===== config.mk =====
export PLATFORM = sky130hd
export DESIGN_NAME = uart_tx_fifo_flat
export DESIGN_NICKNAME = d
export VERILOG_FILES = /design/src/rtl/uart_tx_fifo_if.sv /design/src/rtl/uart_tx_fifo.sv /design/src/flat_wrapper.sv
export SDC_FILE = /design/constraint.sdc
export NUM_CORES = 1
export LEC_CHECK = 0
export ABC_AREA = 1
export CORE_ASPECT_RATIO = 0.6
export CORE_MARGIN = 4
export CORE_UTILIZATION = 59
export DETAILED_ROUTE_END_ITERATION = 16
export GPL_TIMING_DRIVEN = 1
export PLACE_DENSITY = 0.88
export SKIP_CTS_REPAIR_TIMING = 1
export SYNTH_ARGS = -nofsm -noshare
export SYNTH_HDL_FRONTEND = slang
export SYNTH_SLANG_ARGS = --single-unit

===== constraint.sdc =====
create_clock -name clk -period 3 [get_ports clk]
set_input_delay 0.6 -clock clk [delete_from_list [all_inputs] [get_ports clk]]
set_output_delay 0.6 -clock clk [all_outputs]
set_load 0.05 [all_outputs]

===== src/rtl/uart_tx_fifo_if.sv =====
// uart_tx_fifo_if: host write path and serial/status signals of the TX FIFO.
// The host side drives data and strobes; the transmitter reports line and flags.
interface uart_tx_fifo_if #(
  parameter int DATA_BITS = 8
);
  logic [DATA_BITS-1:0] Tx_Data;
  logic                 Load_Data;
  logic                 BIST_Mode;
  logic                 Tx_Serial;
  logic                 Tx_Busy;
  logic                 FIFO_Empty;
  logic                 FIFO_Full;
  logic                 FIFO_Overflow;

  modport master (
    output Tx_Data,
    output Load_Data,
    output BIST_Mode,
    input  Tx_Serial,
    input  Tx_Busy,
    input  FIFO_Empty,
    input  FIFO_Full,
    input  FIFO_Overflow
  );

  modport slave (
    input  Tx_Data,
    input  Load_Data,
    input  BIST_Mode,
    output Tx_Serial,
    output Tx_Busy,
    output FIFO_Empty,
    output FIFO_Full,
    output FIFO_Overflow
  );
endinterface


===== src/rtl/uart_tx_fifo.sv =====
// uart_tx_fifo: buffered UART transmitter.
// Host bytes queue in a circular buffer and leave LSB-first framed on Tx_Serial.
module uart_tx_fifo #(
  parameter int DATA_BITS    = 8,
  parameter int FIFO_WIDTH   = 2,
  parameter int CLKS_PER_BIT = 16,
  parameter int PARITY_EN    = 1
) (
  input logic           clk,
  input logic           rst,
  uart_tx_fifo_if.slave bus
);
  localparam int ENTRIES = 1 << FIFO_WIDTH;
  localparam int BW = $clog2(CLKS_PER_BIT);
  localparam int IW = (DATA_BITS > 1) ? $clog2(DATA_BITS) : 1;
  localparam logic [FIFO_WIDTH:0] FULL_CNT =
    (FIFO_WIDTH+1)'(ENTRIES);
  localparam logic [BW-1:0] BAUD_MAX = BW'(CLKS_PER_BIT - 1);
  localparam logic [IW-1:0] BIT_MAX = IW'(DATA_BITS - 1);

  typedef enum logic [2:0] {
    IDLE,
    START,
    DATA,
    PARITY,
    STOP
  } state_e;

  logic [DATA_BITS-1:0]  mem_q [ENTRIES];
  logic [FIFO_WIDTH-1:0] wr_q;
  logic [FIFO_WIDTH-1:0] rd_q;
  logic [FIFO_WIDTH:0]   cnt_q;
  logic [FIFO_WIDTH:0]   cnt_d;
  state_e                state_q;
  logic [BW-1:0]         baud_q;
  logic [IW-1:0]         bit_q;
  logic [DATA_BITS-1:0]  shift_q;
  logic [DATA_BITS-1:0]  shift_nxt;
  logic [DATA_BITS-1:0]  head;
  logic                  par_q;
  logic                  tx_q;
  logic                  busy_q;
  logic                  empty_q;
  logic                  full_q;
  logic                  ovf_q;
  logic                  baud_end;
  logic                  can_start;
  logic                  pop;
  logic                  wr_en;
  logic                  push;
  logic                  drop;

  assign head = mem_q[rd_q];

  always_comb begin
    baud_end  = (baud_q == BAUD_MAX);
    can_start = (cnt_q != '0) && !bus.BIST_Mode;
    pop = can_start &&
          ((state_q == IDLE) ||
           ((state_q == STOP) && baud_end));
    wr_en = bus.Load_Data && !bus.BIST_Mode;
    push  = wr_en && ((cnt_q != FULL_CNT) || pop);
    drop  = wr_en && !push;
    cnt_d = cnt_q
          + (FIFO_WIDTH+1)'(push)
          - (FIFO_WIDTH+1)'(pop);
    shift_nxt = shift_q >> 1;
  end

  always_ff @(posedge clk) begin
    if (push) mem_q[wr_q] <= bus.Tx_Data;
  end

  always_ff @(posedge clk or posedge rst) begin
    if (rst) begin
      state_q <= IDLE;
      baud_q  <= '0;
      bit_q   <= '0;
      shift_q <= '0;
      par_q   <= 1'b0;
      wr_q    <= '0;
      rd_q    <= '0;
      cnt_q   <= '0;
      tx_q    <= 1'b1;
      busy_q  <= 1'b0;
      empty_q <= 1'b1;
      full_q  <= 1'b0;
      ovf_q   <= 1'b0;
    end else begin
      cnt_q   <= cnt_d;
      empty_q <= (cnt_d == '0);
      full_q  <= (cnt_d == FULL_CNT);
      if (push) wr_q <= wr_q + 1'b1;
      if (drop) ovf_q <= 1'b1;
      else if (pop) ovf_q <= 1'b0;
      // parity is latched at pop so the data shift can destroy the byte
      if (pop) begin
        rd_q    <= rd_q + 1'b1;
        shift_q <= head;
        par_q   <= ^head;
      end
      if (state_q == IDLE) begin
        baud_q <= '0;
        if (pop) begin
          state_q <= START;
          tx_q    <= 1'b0;
          busy_q  <= 1'b1;
        end
      end else if (!baud_end) begin
        baud_q <= baud_q + 1'b1;
      end else begin
        baud_q <= '0;
        unique case (state_q)
          START: begin
            state_q <= DATA;
            bit_q   <= '0;
            tx_q    <= shift_q[0];
          end
          DATA: begin
            if (bit_q == BIT_MAX) begin
              if (PARITY_EN != 0) begin
                state_q <= PARITY;
                tx_q    <= par_q;
              end else begin
                state_q <= STOP;
                tx_q    <= 1'b1;
              end
            end else begin
              bit_q   <= bit_q + 1'b1;
              shift_q <= shift_nxt;
              tx_q    <= shift_nxt[0];
            end
          end
          PARITY: begin
            state_q <= STOP;
            tx_q    <= 1'b1;
          end
          STOP: begin
            if (pop) begin
              state_q <= START;
              tx_q    <= 1'b0;
            end else begin
              state_q <= IDLE;
              tx_q    <= 1'b1;
              busy_q  <= 1'b0;
            end
          end
          default: begin
            state_q <= IDLE;
            tx_q    <= 1'b1;
            busy_q  <= 1'b0;
          end
        endcase
      end
    end
  end

  assign bus.Tx_Serial     = tx_q;
  assign bus.Tx_Busy       = busy_q;
  assign bus.FIFO_Empty    = empty_q;
  assign bus.FIFO_Full     = full_q;
  assign bus.FIFO_Overflow = ovf_q;
endmodule


===== src/flat_wrapper.sv =====
// flat-port wrapper written by rule: the top's interface ports become plain ports
module uart_tx_fifo_flat 
#(
  parameter int DATA_BITS    = 8,
  parameter int FIFO_WIDTH   = 2,
  parameter int CLKS_PER_BIT = 16,
  parameter int PARITY_EN    = 1
)
  (clk, rst, bus_Tx_Data, bus_Load_Data, bus_BIST_Mode, bus_Tx_Serial, bus_Tx_Busy, bus_FIFO_Empty, bus_FIFO_Full, bus_FIFO_Overflow);
  uart_tx_fifo_if #(.DATA_BITS(DATA_BITS)) bus_i ();
  input logic clk;
  input logic rst;
  input wire logic [$bits(bus_i.Tx_Data)-1:0] bus_Tx_Data;
  input wire logic [$bits(bus_i.Load_Data)-1:0] bus_Load_Data;
  input wire logic [$bits(bus_i.BIST_Mode)-1:0] bus_BIST_Mode;
  output wire logic [$bits(bus_i.Tx_Serial)-1:0] bus_Tx_Serial;
  output wire logic [$bits(bus_i.Tx_Busy)-1:0] bus_Tx_Busy;
  output wire logic [$bits(bus_i.FIFO_Empty)-1:0] bus_FIFO_Empty;
  output wire logic [$bits(bus_i.FIFO_Full)-1:0] bus_FIFO_Full;
  output wire logic [$bits(bus_i.FIFO_Overflow)-1:0] bus_FIFO_Overflow;
  assign bus_i.Tx_Data = bus_Tx_Data;
  assign bus_i.Load_Data = bus_Load_Data;
  assign bus_i.BIST_Mode = bus_BIST_Mode;
  assign bus_Tx_Serial = bus_i.Tx_Serial;
  assign bus_Tx_Busy = bus_i.Tx_Busy;
  assign bus_FIFO_Empty = bus_i.FIFO_Empty;
  assign bus_FIFO_Full = bus_i.FIFO_Full;
  assign bus_FIFO_Overflow = bus_i.FIFO_Overflow;
  uart_tx_fifo #(.DATA_BITS(DATA_BITS), .FIFO_WIDTH(FIFO_WIDTH), .CLKS_PER_BIT(CLKS_PER_BIT), .PARITY_EN(PARITY_EN)) u_core (.clk(clk), .rst(rst), .bus(bus_i));
endmodule

# [After elaboration in Yosys (flattened, before gate mapping)]
# Memories as Yosys holds them, arrays and structs flattened.
# Cells that the tools add are included.
[word_totals] register_bits=31 mem_count=1 inputBits=12 mem_bits_rw=32
[mem_list] name="u_core.mem_q" depth=4 width=8 read_ports=1 rd_ports_with_merged_regs=0 write_ports=1 line="uart_tx_fifo.sv:29" rtl="logic [DATA_BITS-1:0] mem_q [ENTRIES];"
[op_classes] bitwise_logic=1 n_mux=29 add_sub_neg=6 eq_ne=13 n_reduce_logical=22
[op_table] op="8-bit 2-to-1 mux" n=5
[op_table] op="3-bit 2-to-1 mux" n=5
[op_table] op="1-bit 2-to-1 mux" n=13
[op_table] op="3-bit case mux with 4 select lines" n=1
[op_table] op="3-bit == test (second input constant)" n=3
[op_table] op="4-bit 2-to-1 mux" n=2
[op_table] op="4-bit AND reduction" n=2
[op_table] op="8-bit parity" n=1
[op_table] op="3-bit by 2-bit == test with 1-bit output (second input constant)" n=2
[op_table] op="1-bit logical AND" n=6
[op_table] op="3-bit logical NOT" n=2
[op_table] op="3-bit inequality test (second input constant)" n=2
[op_table] op="3-bit case mux with 2 select lines" n=1
[op_table] op="2-bit nonzero test" n=3
[op_table] op="2-bit by 1-bit adder with 2-bit output (second input constant)" n=2
[op_table] op="4-bit by 1-bit adder with 4-bit output (second input constant)" n=1
[op_table] op="4-bit == test (second input constant)" n=1
[op_table] op="2-bit by 1-bit inequality test with 1-bit output (second input constant)" n=2
[op_table] op="3-bit by 1-bit adder with 3-bit output" n=1
[op_table] op="3-bit by 1-bit adder with 3-bit output (second input constant)" n=1
[op_table] op="3-bit by 1-bit == test with 1-bit output (second input constant)" n=1
[op_table] op="3-bit by 1-bit inequality test with 1-bit output (second input constant)" n=1
[op_table] op="1-bit case mux with 3 select lines" n=1
[op_table] op="3-bit AND reduction" n=1
[op_table] op="other kinds (9)" n=11

# [Depth between registers and ports, before layout]
# Gate-level depths: netlist of run 1.
[logic_depth] depth_word=9 depth_mapped=15 ltp_nobuf=14

# [Worst setup path after synthesis of run 1]
# No wires, ideal clock.
[synth_timing] path_kind="in2reg" from="in bus_BIST_Mode" to="reg u_core.full_q, in the netlist u_core.bus.FIFO_Full" slack_ps=540 t_required_ps=2912 setup_ps=88 arrival_ps=2371 path_stages=11 path_cell_list="a31oi_1 -> nand2_1 -> inv_2 -> buf_6 -> ha_1 -> inv_1 -> ha_1 -> inv_1 -> fa_1 -> xor2_1 -> nor3b_1"
[synth_between] elab_chain_len=8 word_cells_on_any_way=9 cone_classes="add/sub: 2; eq/ne: 1; reduce/logical: 6"
[synth_rtl] element="start: declaration" line="flat_wrapper.sv:15" rtl="input wire logic [$bits(bus_i.BIST_Mode)-1:0] bus_BIST_Mode;"
[synth_rtl] element="1-bit logical NOT (*)" line="uart_tx_fifo.sv:57, uart_tx_fifo.sv:61"
[synth_rtl] element="1-bit logical AND" line="uart_tx_fifo.sv:57" rtl="can_start = (cnt_q != '0) && !bus.BIST_Mode;"
[synth_rtl] element="1-bit logical AND" line="uart_tx_fifo.sv:58" rtl="pop = can_start &&"
[synth_rtl] element="1-bit logical OR" line="uart_tx_fifo.sv:62" rtl="push = wr_en && ((cnt_q != FULL_CNT) || pop);"
[synth_rtl] element="1-bit logical AND" line="uart_tx_fifo.sv:62"
[synth_rtl] element="3-bit by 1-bit adder with 3-bit output" line="uart_tx_fifo.sv:65" rtl="+ (FIFO_WIDTH+1)'(push)"
[synth_rtl] element="3-bit by 1-bit subtractor with 3-bit output (*)" line="uart_tx_fifo.sv:66" rtl="- (FIFO_WIDTH+1)'(pop);"
[synth_rtl] element="net u_core.cnt_d[2]" line="uart_tx_fifo.sv:33" rtl="logic [FIFO_WIDTH:0] cnt_d;"
[synth_rtl] element="3-bit == test (*)" line="uart_tx_fifo.sv:92" rtl="full_q <= (cnt_d == FULL_CNT);"
[synth_rtl] element="end signal: assignment" line="uart_tx_fifo.sv:92"
[synth_rtl] element="end: declaration" line="uart_tx_fifo.sv:44" rtl="logic full_q;"
# Mark *: on every way through the listed nets, which the timed path passes. The rest lies on a longest branch.
# A chain may end at the register's enable or synchronous reset.

# [Final worst setup path of run 1]
# Ends and elaborated chain as after synthesis.

==> results of run 1 <==
==> layout by cell type, fill, tap and decap left out, types with 9 or more instances in the layout <==
cell                              count
sky130_fd_sc_hd__clkbuf_8            10
sky130_fd_sc_hd__nor2_1              23
sky130_fd_sc_hd__edfxtp_1            32
sky130_fd_sc_hd__inv_1               29
sky130_fd_sc_hd__nand2_2             15
sky130_fd_sc_hd__ha_1                 9
sky130_fd_sc_hd__nand3_1             17
sky130_fd_sc_hd__nand2_1            113
sky130_fd_sc_hd__dfrtp_1             29
sky130_fd_sc_hd__clkdlybuf4s50_1     16
==> routing by layer <==
layer	wire (um)	share of wire	GRT usage
met3	421	0.072	0.06979
met4	110	0.019	0.07365
met1	2758	0.47	0.2806
met2	2578	0.44	0.2972
met5	0	0	0
==> layout make-up <==
type | instances | area, um2 | area share
clock buffers | 10 | 137.6 | 0.03846
clock inverters | 6 | 92.59 | 0.02587
inverters | 38 | 147.6 | 0.04126
multi-input cells | 224 | 1159 | 0.3238
flip-flops and latches | 63 | 1739 | 0.4860
well taps | 66 | 82.58 | 0.02308
repair buffers | 24 | 220.2 | 0.06154
==> sequential cells by signal, indices dropped and copies added (netlist names) <==
register,count
u_core.mem_q,32
u_core.shift_q,8
u_core.baud_q,4
u_core.bit_q,3
u_core.cnt_q,3
u_core.state_q,3
u_core.rd_q,2
u_core.wr_q,2
u_core.bus.FIFO_Empty,1
u_core.bus.FIFO_Full,1
u_core.bus.FIFO_Overflow,1
u_core.bus.Tx_Busy,1
u_core.bus.Tx_Serial,1
u_core.par_q,1
==> power breakdown <==
group	internal, mW	switching [mW]
clock network	0.494	0.340
logic	0.519	0.972
registers	1.13	0.198
total	2.14	1.51
==> cells by family (layout without fill, tap and decap cells) <==
kind of cell | after synthesis | count (layout) | synth area share
adders and majority gates | 10 | 10 | 0.04247
and+or+nand+nor | 184 | 184 | 0.2660
xor gates and xnor gates | 4 | 4 | 0.01122
AOI/OAI and AO/OA | 26 | 26 | 0.05128
buffers and inverters | 46 | 78 | 0.07211
DFF | 63 | 63 | 0.5569
==> final timing paths <==
path	from	to	slack, ns	depth (start not counted)
worst max-delay path	bus_BIST_Mode	u_core.bus.FIFO_Full	0.51	11
worst min-delay path	u_core.baud_q[0]	u_core.baud_q[0]	0.46	1
worst max register to register	u_core.baud_q[0]	u_core.bus.FIFO_Full	0.53	14
worst min register to register	u_core.baud_q[0]	u_core.baud_q[0]	0.46	1
max in group asynchronous	rst	u_core.bus.Tx_Serial	2.03	3
min in group asynchronous	rst	u_core.cnt_q[0]	0.64	3
==> qor.txt, run 1 <==
PWR
--------------------------------------------------------------------------------
Worst vdd rail ir drop                                                 0.5627 mV
Leakage component of the power                                          1.666 nW
Tot Pwr                                                                 3.653 mW
Pwr per Cell Area                                                    1021 nW/um2

GLOBAL ROUTING
--------------------------------------------------------------------------------
Total routing usage reported by global routing                            0.2028
Grt total ovfl                                                                 0
Number of antenna violations at the first check in global routing              0
Number of global-route vias before repair                                   2159
Pin count of the biggest net entering global routing                          32
Wire length of the first global-routing pass                             9915 um

LOGIC SYNTHESIS
--------------------------------------------------------------------------------
Area share of the largest cell type after synthesis                       0.3077
Number of synthesized flops with an enable pin                                32
Top-count cell post-synth                                           sky130_fd_sc_hd__nand2_1
Top cell type by total area after synthesis                         sky130_fd_sc_hd__edfxtp_1
Number of library cell types mapped by synthesis                              34
Register bit count reported by yosys                                          63
Async SR Flop Fraction                                                    0.4921
Post-Syn Nets                                                                355
Commonest cells post-synth                                          sky130_fd_sc_hd__nand2_1 (113), sky130_fd_sc_hd__edfxtp_1 (32), sky130_fd_sc_hd__dfrtp_1 (29), sky130_fd_sc_hd__inv_1 (29), sky130_fd_sc_hd__nor2_1 (23)
Most frequently used flop master after synthesis                    sky130_fd_sc_hd__edfxtp_1
Total of warnings raised by yosys                                              0
Netlist Area Pre-Place                                                  3123 um2
Share of the yosys chip area belonging to registers                       0.5569
Synthesized area divided by synthesized cell count                     9.378 um2
Top cells by area, synth                                            sky130_fd_sc_hd__edfxtp_1 (31%), sky130_fd_sc_hd__dfrtp_1 (23%), sky130_fd_sc_hd__nand2_1 (14%), sky130_fd_sc_hd__ha_1 (3.6%), sky130_fd_sc_hd__inv_1 (3.5%)
Syn Inst Count                                                               333

CRITICAL PATH
--------------------------------------------------------------------------------
Data required, critical path                                             3.26 ns
Worst setup path class                                                    in2reg
Critical path fanouts, max                                                     3
Kind of cell with the highest combined delay on the critical path    adder cells
Endpoint kind of the worst setup timing path                            register
Max stage delay on crit path                                             0.43 ns
Data arrival time of the critical path                                   2.75 ns
Number of buffers and inverters on the critical path                           4
Crit-path slowest cell                                              sky130_fd_sc_hd__clkdlybuf4s50_1
Cells along the critical path                                       clkdlybuf4s50_1 > a31oi_1 > nand2_1 > inv_2 > ha_1 > inv_1 > ha_1 > inv_1 > fa_1 > xor2_1 > nor3b_1
Critical path startpoint category                                     input port

ROUTING
--------------------------------------------------------------------------------
Drc violations                                                                 0
Vias post-DR                                                                2241
Routed length per instance                                              13.61 um
Initial DRC count                                                            142
Routed Wire Length                                                       5868 um
Number of iterations in the first detailed-routing pass                        4
Count of antenna-violating nets left after detailed routing                    0
Vias per Instance                                                          5.200

PLACE
--------------------------------------------------------------------------------
Cell Count Post-Placement                                                    415
Global placer's final weighted congestion                                 0.8027
Pre-CTS worst setup slack                                              0.1067 ns
Post-Place Cell Area                                                    3348 um2
Dpl hpwl                                                                 4299 um
Number of I/O port buffers                                                    16

CELLS AND AREA
--------------------------------------------------------------------------------
Final Util                                                                0.7044
Final standard cell area without fillers                                3578 um2
Area growth from synthesis to layout                                      14.58%
Number of nets in the finished design                                        382
Ratio of cells with drive above 1 in the final layout                     0.1753
Final-layout fill cell count                                                 368
Final std cells w/o fill                                                     431
Number of inserted diodes                                                      0

TIMING
--------------------------------------------------------------------------------
Setup TNS Final                                                             0 ns
Final setup violation count                                                    0
Worst setup slack after layout                                         0.5053 ns
Tightest slew margin relative to the limit                                0.5498
Measured slew at the worst slew-check pin                              0.6753 ns
FMAX                                                                   400.9 MHz
Final hold slack                                                       0.4619 ns
Share of the clock period used by the worst path                          0.8316
Max-slew violation count                                                       0
Number of hold violations in the final report                                  0
Setup clock skew after layout                                        0.009159 ns
Setup repair after global routing missed its margin                           no
Period minus WS final                                                   2.495 ns

DIE
--------------------------------------------------------------------------------
Number of rows in the core area                                               20
Initial Util                                                              0.6148
Die H                                                                   64.36 um
DIE WIDTH                                                               101.9 um
Number of top-level design ports                                              17
Core Area                                                               5080 um2
Die ar.                                                                 6559 um2

CLOCK TREE
--------------------------------------------------------------------------------
Max Root-Sink Buffers                                                          2
Clk root buf                                                        sky130_fd_sc_hd__clkbuf_8
H-tree level count                                                             3
Clock sink count                                                              63
CTS tree                                                                    done
CTS buffer count                                                               9
Clock-pin transition on the worst setup and hold timing paths            0.07 ns
Latest clock arrival within the worst-skew pair                          0.34 ns

HOLD PATH
--------------------------------------------------------------------------------
Class of the most critical hold timing path                              reg2reg

RUN
--------------------------------------------------------------------------------
Max-Cap Viols                                                                  0

STATUS
--------------------------------------------------------------------------------
Outcome                                                             complete, no violations

Power figures use the tool's default switching activity.
==> run 2, diff against run 1 <==
CORE_UTILIZATION = 54   (was 59)
PLACE_DENSITY = 0.85   (was 0.88)
clock period = 2.1 ns   (was 3 ns; I/O delays follow)
==> qor.txt, run 2 (synthesized netlist as in run 1, its figures left out) <==
CLOCK TREE
-------------------------------------------------------------------------------------
Clock-pin transition on the worst setup and hold timing paths                 0.08 ns   was 0.07 ns
CTS tree                                                                         done   unchanged
Latest clock arrival within the worst-skew pair                               0.35 ns   was 0.34 ns
Clock sink count                                                                   63   unchanged
CTS buffer count                                                                    9   unchanged
Max Root-Sink Buffers                                                               2   unchanged
H-tree level count                                                                  3   unchanged
Clk root buf                                                             sky130_fd_sc_hd__clkbuf_8   unchanged

CRITICAL PATH
-------------------------------------------------------------------------------------
Timing startpoint of the critical path                                   u_core.baud_q[1]   was bus_BIST_Mode
Critical path startpoint category                                            register   was input port
Data required, critical path                                                  2.37 ns   was 3.26 ns
Critical path fanouts, max                                                          3   unchanged
Beginning of the worst register-to-register path                         u_core.baud_q[1]   was u_core.baud_q[0]
Worst setup path class                                                        reg2reg   was in2reg
Data arrival time of the critical path                                        2.51 ns   was 2.75 ns
Setup slack of the most critical reg-to-reg path                             -0.14 ns   was 0.53 ns
Endpoint kind of the worst setup timing path                                 register   unchanged

TIMING
-------------------------------------------------------------------------------------
FMAX                                                                        446.9 MHz
Number of hold violations in the final report                                       0   unchanged
Setup TNS Final                                                            -0.2577 ns   was 0 ns
Period minus WS final                                                        2.238 ns
Setup repair after global routing missed its margin                               yes   was no
Worst setup slack after layout                                             -0.1376 ns   was 0.5053 ns
Tightest slew margin relative to the limit                                     0.6653   was 0.5498
Setup clock skew after layout                                             0.008549 ns   was 0.009159 ns
Share of the clock period used by the worst path                                1.066
Measured slew at the worst slew-check pin                                   0.5012 ns   was 0.6753 ns
Max-slew violation count                                                            0   unchanged
Final setup violation count                                                         3   was 0

RUN
-------------------------------------------------------------------------------------
Max-Cap Viols                                                                       0   unchanged

ROUTING
-------------------------------------------------------------------------------------
Routed length per instance                                                   14.07 um   was 13.61 um
Vias per Instance                                                               5.138   was 5.200
Count of antenna-violating nets left after detailed routing                         0   unchanged
Drc violations                                                                      0   unchanged
Routed Wire Length                                                            6443 um   was 5868 um
Initial DRC count                                                                 124   was 142
Number of iterations in the first detailed-routing pass                             5   was 4
Vias post-DR                                                                     2353   was 2241

STATUS
-------------------------------------------------------------------------------------
Failing checks                                                           setup timing
Outcome                                                                  finished with violations   was complete, no violations

GLOBAL ROUTING
-------------------------------------------------------------------------------------
Grt total ovfl                                                                      0   unchanged
Number of antenna violations at the first check in global routing                   0   unchanged
Wire length of the first global-routing pass                                 11070 um   was 9915 um
Pin count of the biggest net entering global routing                               32   unchanged
Total routing usage reported by global routing                                 0.2071   was 0.2028
Number of global-route vias before repair                                        2359   was 2159

CELLS AND AREA
-------------------------------------------------------------------------------------
Ratio of cells with drive above 1 in the final layout                          0.2381   was 0.1753
Most frequent cells in the layout                                        sky130_fd_sc_hd__nand2_1 (111), sky130_fd_sc_hd__edfxtp_1 (32), sky130_fd_sc_hd__dfrtp_1 (29)   was sky130_fd_sc_hd__nand2_1 (113), sky130_fd_sc_hd__edfxtp_1 (32), sky130_fd_sc_hd__inv_1 (29), sky130_fd_sc_hd__dfrtp_1 (29), sky130_fd_sc_hd__nor2_1 (23)
Number of inserted diodes                                                           0   unchanged
Final Util                                                                     0.6662   was 0.7044
Final-layout fill cell count                                                      400   was 368
Area growth from synthesis to layout                                           19.39%   was 14.58%
Largest reg by FF count                                                  u_core.mem_q   unchanged
Final standard cell area without fillers                                     3729 um2   was 3578 um2
Number of nets in the finished design                                             395   was 382
Flip-flop count of the largest register after layout                               32   unchanged
Most frequent standard cell in the layout excluding fill and tap cells   sky130_fd_sc_hd__nand2_1   unchanged
Final std cells w/o fill                                                          458   was 431
Registers with the most flip-flops                                       u_core.mem_q x32, u_core.shift_q x8, u_core.baud_q x4   unchanged

PLACE
-------------------------------------------------------------------------------------
Global placer's final weighted congestion                                      0.8398   was 0.8027
Dpl hpwl                                                                      4688 um   was 4299 um
Cell Count Post-Placement                                                         442   was 415
Number of I/O port buffers                                                         16   unchanged
Post-Place Cell Area                                                         3522 um2   was 3348 um2

DIE
-------------------------------------------------------------------------------------
Initial Util                                                                   0.5580   was 0.6148
Number of rows in the core area                                                    21   was 20
Die ar.                                                                      7104 um2   was 6559 um2
Number of top-level design ports                                                   17   unchanged
DIE WIDTH                                                                    106.2 um   was 101.9 um
Core Area                                                                    5597 um2   was 5080 um2
Die H                                                                        66.91 um   was 64.36 um

PWR
-------------------------------------------------------------------------------------
Pwr per Cell Area                                                         1435 nW/um2   was 1021 nW/um2
Worst vdd rail ir drop                                                      0.7542 mV   was 0.5627 mV
Leakage component of the power                                               1.765 nW   was 1.666 nW

HOLD PATH
-------------------------------------------------------------------------------------
Class of the most critical hold timing path                                  in2async   was reg2reg

[run 2: cell types whose count changed in the layout (fill, tap and decap cells not counted), sizes merged]
cell | before | now
buf | 8 | 21
bufinv | 2 | 1
clkbuf | 10 | 9
clkdlybuf4s50 | 16 | 14
clkinv | 1 | 3
dlymetal6s2s | 0 | 2
[run 2: routing by layer]
metal | share of wire | vias up | track usage | wire [um]
met2 | 0.45 | 92 | 0.3139 | 2916
met1 | 0.45 | 1095 | 0.2734 | 2886
met5 | 0 | - | 0 | 0
met4 | 0.017 | 0 | 0.08724 | 110
met3 | 0.082 | 15 | 0.06970 | 529
li1 | - | 1151 | - | -
[run 2: area by class of cell]
type	instances	area, um2	area share
clock inverters	7	72.57	0.01946
inverters	38	150.1	0.04027
well taps	80	100.1	0.02685
repair buffers	37	322.8	0.08658
flip-flops and latches	63	1739	0.4664
clock buffers	9	123.9	0.03322
multi-input cells	224	1220	0.3272
[run 2: worst max-delay path, cell delays in order (launching register included)]
cell and delay [ns]:
sky130_fd_sc_hd__dfrtp_1 0.36, sky130_fd_sc_hd__ha_2 0.19, sky130_fd_sc_hd__nand2_2 0.05, sky130_fd_sc_hd__inv_2 0.07, sky130_fd_sc_hd__nand2_4 0.05, sky130_fd_sc_hd__a21oi_2 0.14
sky130_fd_sc_hd__nand2_2 0.08, sky130_fd_sc_hd__inv_2 0.09, sky130_fd_sc_hd__ha_4 0.20, sky130_fd_sc_hd__inv_4 0.05, sky130_fd_sc_hd__ha_4 0.12, sky130_fd_sc_hd__inv_2 0.03
sky130_fd_sc_hd__fa_2 0.34, sky130_fd_sc_hd__xor2_2 0.19, sky130_fd_sc_hd__nor3b_2 0.20
[run 2: stage by stage]
| step | setup WS, ns | power [mW] | hold slack [ns] |
|---|---|---|---|
| global placement | -0.3367 | 4.126 | 0.4643 |
| finish | -0.1376 | 5.349 | 0.4619 |
| floorplan | -0.2207 | 3.705 | 0.4311 |
| global route | -0.2536 | 5.810 | 0.4990 |
| detailed placement | -0.4809 | 4.289 | 0.4674 |
| CTS | -0.1963 | 5.351 | 0.4622 |
[run 2: worst paths after layout]
kind	end	cells after the start
setup / recovery	u_core.bus.FIFO_Full	14
hold / removal	u_core.cnt_q[0]	3
setup reg to reg	u_core.bus.FIFO_Full	14
hold reg to reg	u_core.bus.Tx_Busy	2
max in group asynchronous	u_core.bus.Tx_Serial	3
min in group clk	u_core.bus.Tx_Busy	2
[run 2: report_power, final]
| group | leakage (nW) | internal [mW] | total (mW) | switching [mW] |
|---|---|---|---|---|
| clock network | 0.0956 | 0.549 | 1.04 | 0.491 |
| registers | 0.671 | 1.62 | 1.81 | 0.197 |
| logic | 0.999 | 0.911 | 2.50 | 1.58 |
==> run 3, diff against run 2 <==
CTS_BUF_LIST = sky130_fd_sc_hd__clkbuf_16   (was default)
GPL_TIMING_DRIVEN = default   (was 1)
PLACE_DENSITY = 0.82   (was 0.85)
==> qor.txt, run 3 (synthesized netlist as in run 1, its figures left out) <==
DIE
-------------------------------------------------------------------------------------
Die ar.                                                                      7104 um2   unchanged
Initial Util                                                                   0.5580   unchanged
Core Area                                                                    5597 um2   unchanged
Number of rows in the core area                                                    21   unchanged
Die H                                                                        66.91 um   unchanged
Number of top-level design ports                                                   17   unchanged
DIE WIDTH                                                                    106.2 um   unchanged

TIMING
-------------------------------------------------------------------------------------
Number of hold violations in the final report                                       0   unchanged
Setup repair after global routing missed its margin                               yes   unchanged
Period minus WS final                                                        2.233 ns   was 2.238 ns
Worst setup slack after layout                                             -0.1328 ns   was -0.1376 ns
Max-slew violation count                                                            0   unchanged
Tightest slew margin relative to the limit                                     0.6212   was 0.6653
Final setup violation count                                                         2   was 3
FMAX                                                                        447.9 MHz   was 446.9 MHz
Share of the clock period used by the worst path                                1.063   was 1.066
Final hold slack                                                            0.4394 ns   was 0.4619 ns
Setup clock skew after layout                                             0.008922 ns   was 0.008549 ns
Measured slew at the worst slew-check pin                                   0.5676 ns   was 0.5012 ns

STATUS
-------------------------------------------------------------------------------------
Failing checks                                                           setup timing   unchanged
Outcome                                                                  finished with violations   unchanged

GLOBAL ROUTING
-------------------------------------------------------------------------------------
Wire length of the first global-routing pass                                 10900 um   was 11070 um
Total routing usage reported by global routing                                 0.2088   was 0.2071
Number of antenna violations at the first check in global routing                   0   unchanged
Number of global-route vias before repair                                        2269   was 2359
Grt total ovfl                                                                      0   unchanged
Pin count of the biggest net entering global routing                               20   was 32

CLOCK TREE
-------------------------------------------------------------------------------------
Latest clock arrival within the worst-skew pair                               0.33 ns   was 0.35 ns
CTS tree                                                                         done   unchanged
Clk root buf                                                             sky130_fd_sc_hd__clkbuf_16   was sky130_fd_sc_hd__clkbuf_8
Clock sink count                                                                   63   unchanged
CTS buffer count                                                                    9   unchanged
Max Root-Sink Buffers                                                               2   unchanged
H-tree level count                                                                  3   unchanged
Clock-pin transition on the worst setup and hold timing paths                 0.06 ns   was 0.08 ns

PWR
-------------------------------------------------------------------------------------
Switching share of total power                                                 0.4046   was 0.4250
Internal cell power                                                          3.442 mW   was 3.076 mW
Leakage component of the power                                               1.817 nW   was 1.765 nW
Pwr per Cell Area                                                         1502 nW/um2   was 1435 nW/um2
Psw                                                                          2.339 mW   was 2.273 mW
Logic pwr share                                                                 0.436   was 0.467
Share of power burned in the clock network                                      0.249   was 0.194
Sequential cell fraction of total power                                         0.315   was 0.339
Worst vdd rail ir drop                                                       1.045 mV   was 0.7542 mV

CELLS AND AREA
-------------------------------------------------------------------------------------
Flip-flop count of the largest register after layout                               32   unchanged
Final standard cell area without fillers                                     3847 um2   was 3729 um2
Most frequent standard cell in the layout excluding fill and tap cells   sky130_fd_sc_hd__nand2_1   unchanged
Number of inserted diodes                                                           0   unchanged
Area growth from synthesis to layout                                           23.20%   was 19.39%
Number of nets in the finished design                                             396   was 395
Ratio of cells with drive above 1 in the final layout                          0.2322   was 0.2381
Most frequent cells in the layout                                        sky130_fd_sc_hd__nand2_1 (111), sky130_fd_sc_hd__edfxtp_1 (32), sky130_fd_sc_hd__dfrtp_1 (29)   unchanged
Largest reg by FF count                                                  u_core.mem_q   unchanged
Final-layout fill cell count                                                      417   was 400
Final Util                                                                     0.6875   was 0.6662
Registers with the most flip-flops                                       u_core.mem_q x32, u_core.shift_q x8, u_core.baud_q x4   unchanged

CRITICAL PATH
-------------------------------------------------------------------------------------
Beginning of the worst register-to-register path                         u_core.baud_q[0]   was u_core.baud_q[1]
Cells along the critical path                                            ha_2 > nand2_2 > inv_2 > nand2_4 > a21oi_4 > nand2_2 > inv_2 > ha_4 > inv_2 > ha_4 > inv_2 > fa_2 > inv_2 > nor3_2   was ha_2 > nand2_2 > inv_2 > nand2_4 > a21oi_2 > nand2_2 > inv_2 > ha_4 > inv_4 > ha_4 > inv_2 > fa_2 > xor2_2 > nor3b_2
R2R cell count                                                                     14   unchanged
Max stage delay on crit path                                                  0.52 ns   was 0.36 ns
Data required, critical path                                                  2.36 ns   was 2.37 ns
Data arrival time of the critical path                                        2.49 ns   was 2.51 ns
Critical path startpoint category                                            register   unchanged
Endpoint kind of the worst setup timing path                                 register   unchanged
Setup slack of the most critical reg-to-reg path                             -0.13 ns   was -0.14 ns
Endpoint of the worst-slack reg-to-reg timing path                       u_core.bus.FIFO_Empty   was u_core.bus.FIFO_Full
Critical path fanouts, max                                                          3   unchanged
Crit-path slowest cell                                                   sky130_fd_sc_hd__fa_2   was sky130_fd_sc_hd__dfrtp_1
Worst setup path class                                                        reg2reg   unchanged
Critical Path Most Common Cell                                           sky130_fd_sc_hd__inv_2   unchanged

ROUTING
-------------------------------------------------------------------------------------
Routed length per instance                                                   14.61 um   was 14.07 um
Number of iterations in the first detailed-routing pass                             5   unchanged
Vias per Instance                                                               5.076   was 5.138
Routed Wire Length                                                            6704 um   was 6443 um
Drc violations                                                                      0   unchanged
Vias post-DR                                                                     2330   was 2353
Initial DRC count                                                                 181   was 124
Count of antenna-violating nets left after detailed routing                         0   unchanged

PLACE
-------------------------------------------------------------------------------------
Global placer's final weighted congestion                                      0.8638   was 0.8398
Number of I/O port buffers                                                         16   unchanged
Post-Place Cell Area                                                         3535 um2   was 3522 um2
Dpl hpwl                                                                      4777 um   was 4688 um

RUN
-------------------------------------------------------------------------------------
Max-Cap Viols                                                                       0   unchanged

HOLD PATH
-------------------------------------------------------------------------------------
Class of the most critical hold timing path                                  in2async   unchanged

run 3: cell types whose count changed in the layout (fill, tap and decap cells not counted), moves of 2 or more:
cell and change:
sky130_fd_sc_hd__clkbuf_16 +9, sky130_fd_sc_hd__clkinv_2 -2, sky130_fd_sc_hd__clkinv_1 +2, sky130_fd_sc_hd__clkbuf_8 -9
run 3: worst max-delay path by stage:
stage	from	slack [ns]	endpoint
final	u_core.baud_q[0]	-0.13	u_core.bus.FIFO_Empty
after global routing	u_core.baud_q[0]	-0.25	u_core.bus.FIFO_Empty
after CTS	u_core.baud_q[0]	-0.19	u_core.bus.FIFO_Empty
after detailed placement	bus_BIST_Mode	-0.45	u_core.bus.FIFO_Full
after global placement	bus_BIST_Mode	-0.34	u_core.bus.FIFO_Full
after floorplan	u_core.baud_q[0]	-0.22	u_core.bus.FIFO_Full
run 3: stage by stage:
step	power, mW	std cells	setup WS (ns)	setup TNS, ns
after floorplan	3.705	333	-0.2207	-0.6352
after global placement	4.147	442	-0.3396	-1.112
after detailed placement	4.302	442	-0.4482	-1.464
after CTS	5.778	458	-0.1868	-0.4358
after global routing	6.209	459	-0.2454	-0.5791
final	5.780	459	-0.1328	-0.2277
run 3: power groups by stage:
| stage | combinational, mW | clock [mW] | sequential [mW] |
|---|---|---|---|
| floorplan | 1.83 | 0 | 1.87 |
| global placement | 2.34 | 0 | 1.81 |
| detailed placement | 2.48 | 0 | 1.82 |
| CTS | 2.50 | 1.47 | 1.81 |
| global route | 2.85 | 1.52 | 1.84 |
| finish | 2.52 | 1.44 | 1.82 |
run 3: critical path: cells and delay by family (launching register included):
family,cells,cell delay (ns)
adder cells (fa/ha/maj),4,1.02
AND/OR/NAND/NOR,4,0.37
flip-flops,1,0.35
buffers and inverters,5,0.30
AO/OA/AOI/OAI,1,0.12
run 3: routing by layer:
metal	global-route usage	vias to the layer above	part of all wire
li1	-	1156	-
met1	0.2673	1085	0.46
met2	0.3273	81	0.47
met3	0.07357	8	0.063
met4	0.08239	0	0.014
met5	0	-	0
run 3: final cells by class:
class                           instances  area [um2]  area share
Clock buffer                            9       225.2     0.05854
Tap cell                               80       100.1     0.02602
Timing Repair Buffer                   38       342.8     0.08911
Sequential cell                        63        1739      0.4520
Clock inverter                          7       65.06     0.01691
Inverter                               38       147.6     0.03837
Multi-Input combinational cell        224        1227      0.3190
